### src/rtl/result_collector.sv
// Result collector: queues solver completions into a first-word-fall-through FIFO,
// tracks issued-but-unsolved tasks and keeps sticky drop/error accounting.
module result_collector #(
  parameter int unsigned DEPTH = 16,
  parameter int unsigned CNTW  = 16
) (
  input  logic                      iCLOCK,
  input  logic                      inRESET,
  input  logic                      iSOLVED,
  input  logic [15:0]               iTASKID,
  input  logic [7:0]                iRES,
  input  logic [2:0]                iSLOT,
  input  logic                      iISSUE,
  input  logic                      iCLEAR,
  input  logic                      iRREADY,
  output logic                      oRVALID,
  output logic [26:0]               oRDATA,
  output logic [$clog2(DEPTH):0]    oCOUNT,
  output logic [CNTW-1:0]           oOUTSTANDING,
  output logic                      oIDLE,
  output logic                      oOVERFLOW,
  output logic [CNTW-1:0]           oDROPCNT,
  output logic                      oERROR
);

  localparam int unsigned AW = $clog2(DEPTH);
  localparam logic [AW:0] FullCount = (AW + 1)'(DEPTH);
  localparam logic [CNTW-1:0] CntMax = '1;

  logic [26:0]     mem_q [DEPTH];
  logic [AW-1:0]   wr_ptr_q, wr_ptr_d;
  logic [AW-1:0]   rd_ptr_q, rd_ptr_d;
  logic [AW:0]     count_q, count_d;
  logic [CNTW-1:0] out_q, out_d;
  logic [CNTW-1:0] dropcnt_q, dropcnt_d;
  logic            ovf_q, ovf_d;
  logic            err_q, err_d;
  logic            idle_q, idle_d;

  logic empty, full, push, pop, drop, err_evt;

  assign empty   = (count_q == '0);
  assign full    = (count_q == FullCount);
  assign pop     = !empty && iRREADY;
  // A full FIFO still accepts the new result when the head leaves in the same cycle.
  assign push    = iSOLVED && (!full || pop);
  assign drop    = iSOLVED && full && !pop;

  assign oRVALID      = !empty;
  assign oRDATA       = empty ? '0 : mem_q[rd_ptr_q];
  assign oCOUNT       = count_q;
  assign oOUTSTANDING = out_q;
  assign oIDLE        = idle_q;
  assign oOVERFLOW    = ovf_q;
  assign oDROPCNT     = dropcnt_q;
  assign oERROR       = err_q;

  // Entry storage; contents are never observed while empty so no reset is needed.
  always_ff @(posedge iCLOCK) begin
    if (push) begin
      mem_q[wr_ptr_q] <= {iSLOT, iTASKID, iRES};
    end
  end

  // Next-state for pointers, occupancy, outstanding count and sticky accounting.
  always_comb begin
    wr_ptr_d  = wr_ptr_q;
    rd_ptr_d  = rd_ptr_q;
    count_d   = count_q;
    out_d     = out_q;
    err_evt   = 1'b0;
    ovf_d     = ovf_q;
    dropcnt_d = dropcnt_q;
    err_d     = err_q;

    if (push) wr_ptr_d = wr_ptr_q + AW'(1);
    if (pop)  rd_ptr_d = rd_ptr_q + AW'(1);
    if (push && !pop)      count_d = count_q + (AW + 1)'(1);
    else if (pop && !push) count_d = count_q - (AW + 1)'(1);

    // Issue and solve together cancel out and are a legitimate solve.
    if (iISSUE && !iSOLVED) begin
      if (out_q != CntMax) out_d = out_q + CNTW'(1);
    end else if (iSOLVED && !iISSUE) begin
      if (out_q == '0) err_evt = 1'b1;
      else             out_d   = out_q - CNTW'(1);
    end

    // A drop or error in the clearing cycle wins over the clear.
    if (drop) begin
      ovf_d     = 1'b1;
      if (iCLEAR)                dropcnt_d = CNTW'(1);
      else if (dropcnt_q != CntMax) dropcnt_d = dropcnt_q + CNTW'(1);
    end else if (iCLEAR) begin
      ovf_d     = 1'b0;
      dropcnt_d = '0;
    end

    if (err_evt)     err_d = 1'b1;
    else if (iCLEAR) err_d = 1'b0;

    idle_d = (out_d == '0) && (count_d == '0);
  end

  // State registers with asynchronous reset; reset discards all queued entries.
  always_ff @(posedge iCLOCK or negedge inRESET) begin
    if (!inRESET) begin
      wr_ptr_q  <= '0;
      rd_ptr_q  <= '0;
      count_q   <= '0;
      out_q     <= '0;
      dropcnt_q <= '0;
      ovf_q     <= 1'b0;
      err_q     <= 1'b0;
      idle_q    <= 1'b1;
    end else begin
      wr_ptr_q  <= wr_ptr_d;
      rd_ptr_q  <= rd_ptr_d;
      count_q   <= count_d;
      out_q     <= out_d;
      dropcnt_q <= dropcnt_d;
      ovf_q     <= ovf_d;
      err_q     <= err_d;
      idle_q    <= idle_d;
    end
  end

endmodule

### config.mk
export PLATFORM = sky130hd
export DESIGN_NAME = result_collector
export DESIGN_NICKNAME = d
export VERILOG_FILES = /design/src/rtl/result_collector.sv
export SDC_FILE = /design/constraint.sdc
export NUM_CORES = 1
export LEC_CHECK = 0
export BUFFER_PORTS_ARGS = -buffer_cell sky130_fd_sc_hd__buf_2
export CAP_MARGIN = 20
export CORE_MARGIN = 2
export CORE_UTILIZATION = 55
export CTS_BUF_LIST = sky130_fd_sc_hd__clkbuf_4 sky130_fd_sc_hd__clkbuf_8
export CTS_CLUSTER_SIZE = 16
export DETAILED_ROUTE_END_ITERATION = 12
export GPL_TIMING_DRIVEN = 1
export PLACE_DENSITY = 0.78
export SYNTH_ARGS = -nofsm -noshare
export SYNTH_HDL_FRONTEND = slang
export SYNTH_SLANG_ARGS = --single-unit
export TNS_END_PERCENT = 10
### constraint.sdc
create_clock -name iCLOCK -period 3.4 [get_ports iCLOCK]
set_input_delay 0.68 -clock iCLOCK [delete_from_list [all_inputs] [get_ports iCLOCK]]
set_output_delay 0.68 -clock iCLOCK [all_outputs]
set_load 0.05 [all_outputs]
==> impl_metrics.csv <==
group,metric,value,unit
synthesis,ys_seq_area_share,72.89,%
timing,hold_viol,0,
synthesis,synth.distinct_cells,64,
timing,fmax,283.5,MHz
detailed_routing,dr_total_vias,10490,
timing,finalSetupViolCount,27,
clock_tree,ctsRootBufferMaster,"clkbuf_8",
synthesis,ys_top_cells_by_area,"edfxtp_1 (67%), mux4_2 (16%), dfrtp_1 (6.0%), and2_1 (1.0%), nor2_1 (0.87%)",
synthesis,synthArstFlopShare,10.00,%
synthesis,ys_ff_latch,480,
timing,fin_crit_sh,103.8,%
critical_path,critPathRequiredTime,2720,ps
grt,grtUsageTotal,24.93,%
status,violations,"negative setup slack",
detailed_routing,wl_met1,17.26,mm
grt,grt_pass1_vias,10700,
finish,drive_gt1_share,39.53,%
synthesis,synth_nets,1026,
synthesis,synth_top_cell_by_area,"edfxtp_1",
placed_design,gp_congestion,0.9209,
die,die_h,192.0,um
clock_tree,clock_sinks,480,
finish,fill_cells,2179,
flow_run,max_cap_violations,0,
timing,setup_tns,-2580,ps
finish,area_growth,19.57,%
clock_tree,clockBufferDepth,3,
detailed_routing,wl,44.39,mm
timing,skew,25.14,ps
critical_path,critical_path_arrival,2850,ps
synthesis,synthFlopType,"edfxtp_1",
grt,grt_pass1_wl,65.62,mm
timing,fin_ws,-127.9,ps
clock_tree,cts_tree,"built",
grt,antenna_found_initial,3,
synthesis,synth_top_cell_area_share,66.71,%
die,dieArea,36880,um2
die,fp-row-count,68,
detailed_routing,drtIter0Drc,1115,
timing,worst_pin_slew,726.1,ps
grt,grt_max_degree,32,
detailed_routing,viasPerCell,6.158,
detailed_routing,dr.max_layer_used,"met5",
clock_tree,cts.reportedPaths.clkPinSlew,70,ps
die,die_x,192.0,um
status,status,"finished with violations",
synthesis,ys.warnings.count,0,
detailed_routing,ant_nets,0,
timing,rsz0062_at_grt,"true",
synthesis,synth-edff-count,432,
synthesis,avgSynthCellArea,19.82,um2
synthesis,synthesis.area,19450,um2
critical_path,critPathLaunchType,"flop",
critical_path,rrSetupSlack,440,ps
timing,maxSlewHeadroom,50.34,%
power_and_ir_drop,pwr_density_cell,914.4,nW/um2
critical_path,crit_path_end_kind,"primary output",
detailed_routing,dr.pass1.iters,5,
die,start_util,56.02,%
detailed_routing,met2_length,21.77,mm
power_and_ir_drop,peakVddDrop,746.7,uV
timing,fin_crit,3528,ps
detailed_routing,wl_per_cell,26.05,um
detailed_routing,drc,0,
timing,timing.hold.ws,41.57,ps
power_and_ir_drop,p_leak,7.961,nW
timing,slew_violations,0,
die,core-area,34710,um2
synthesis,synthCells,981,
detailed_routing,dr_wl_met3,3.925,mm
grt,grt-ovfl-total,0,
clock_tree,htree_num_levels,3,
placed_design,port_buffers,100,
clock_tree,cts_made_buffers,76,
min_path,hp-class,"in -> async",
clock_tree,clk_latency,630,ps
critical_path,path_class,"reg -> out",
die,ioPinCount,101,
finish,layout.nets,1235,
critical_path,path_max_fanout,8,
placed_design,dpl.hpwl,25.29,mm
metrics by stage:
step                      power (mW)  std cells  util (%)  cell area (um2)  worst slack [ps]
final                          21.26       1704     66.98            23250            -127.9
after global routing           22.09       1702     66.97            23250            -199.5
after CTS                      21.21       1699     66.70            23150            -187.3
after detailed placement       15.01       1546     60.68            21060             354.1
after global placement         14.90       1546     60.68            21060             394.5
after floorplan                12.79        981         -            19450            -620.2
sequential cells by signal, indices dropped and copies added (netlist names):
signal and flops:
mem_q 432, oDROPCNT 16, oOUTSTANDING 16, oCOUNT 5
rd_ptr_q 4, wr_ptr_q 4, oERROR 1, oIDLE 1
oOVERFLOW 1
cell usage in the layout, fill, tap and decap left out, types with 25 or more instances in the layout:
cell | Yosys | layout
edfxtp_1 | 432 | 432
mux4_2 | 135 | 135
clkbuf_8 | 0 | 80
buf_2 | 5 | 73
buf_4 | 1 | 45
dfrtp_1 | 47 | 43
nor2_1 | 45 | 33
buf_6 | 2 | 27
and2_4 | 0 | 26
nand2_1 | 25 | 25
kinds of logic (layout without fill, tap and decap cells):
group | after synthesis | in the layout | synth area share (%)
flip-flops | 480 | 480 | 72.89
AND/OR/NAND/NOR | 208 | 208 | 6.074
multiplexers | 138 | 138 | 15.80
buffers and inverters | 66 | 332 | 1.403
AO/OA/AOI/OAI | 47 | 47 | 1.711
XOR/XNOR | 30 | 30 | 1.351
adder cells (fa/ha/maj) | 12 | 12 | 0.7721
other | 0 | 2 | 0
final timing paths:
check	startpoint	end	depth (start not counted)
setup reg to reg	oOUTSTANDING[1]	oIDLE	9
hold / removal	inRESET	oDROPCNT[11]	1
hold reg to reg	oOVERFLOW	oOVERFLOW	2
max in group asynchronous	inRESET	oIDLE	2
min in group iCLOCK	iRREADY	rd_ptr_q[2]	3
setup / recovery	rd_ptr_q[0]	oRDATA[14]	6
power by group:
| part | switching [mW] | internal (mW) | leakage (nW) |
|---|---|---|---|
| logic | 4.61 | 4.14 | 2.66 |
| clock network | 2.22 | 2.68 | 0.798 |
| registers | 0.481 | 7.13 | 4.50 |
| total | 7.31 | 13.9 | 7.96 |
metal layers:
layer | vias up | global-route usage, %
li1 | 4460 | -
met1 | 5397 | 34.03
met2 | 537 | 39.57
met3 | 98 | 5.536
met4 | 2 | 10.19
met5 | - | 0
worst max-delay path: stages (launching register included):
cell	delay, ps
dfrtp_4	550
buf_12	190
clkbuf_16	170
mux4_2	540
mux4_2	460
and2_4	170
buf_6	140
layout make-up:
type                    count  area (um2)  area share, %
flip-flops and latches    480       14180          61.01
multi-input cells         435        5180          22.28
repair buffers            180        1723          7.410
clock buffers             103        1274          5.478
diodes                      2       5.005        0.02153
clock inverters            32       251.5          1.082
well taps                 455       569.3          2.448
inverters                  17       63.81         0.2744
synth_stat cells, types with 2 or more instances:
library cell / n
inv_1: 17
and4_1: 3
nor2_1: 45
or4_1: 8
nand4_1: 12
nand2b_1: 7
nor4_1: 10
buf_2: 5
o22ai_1: 3
o31ai_1: 2
nor2_2: 2
and2_1: 32
and3_1: 5
mux2i_1: 2
nand4bb_1: 3
o21a_1: 4
dfrtp_1: 47
clkbuf_1: 29
xnor2_1: 17
a21o_1: 2
a31oi_1: 2
nand3_1: 14
xor2_1: 13
or4_4: 2
ha_1: 12
nor3_1: 20
nand2_1: 25
buf_6: 2
mux4_2: 135
nor3b_1: 3
o211ai_1: 3
a21oi_1: 7
or3_1: 6
buf_1: 12
or2_2: 2
edfxtp_1: 432
o21ai_0: 9
repair_timing:
| item | CTS | global route |
|---|---|---|
| hold buffers | 0 | 0 |
| gates cloned | 6 | 3 |
| endpoints found under the setup margin | 27 | 27 |
| buffers inserted | 12 | 1 |
| gates resized for setup | 93 | 10 |
(Power assumes the default switching activity.)
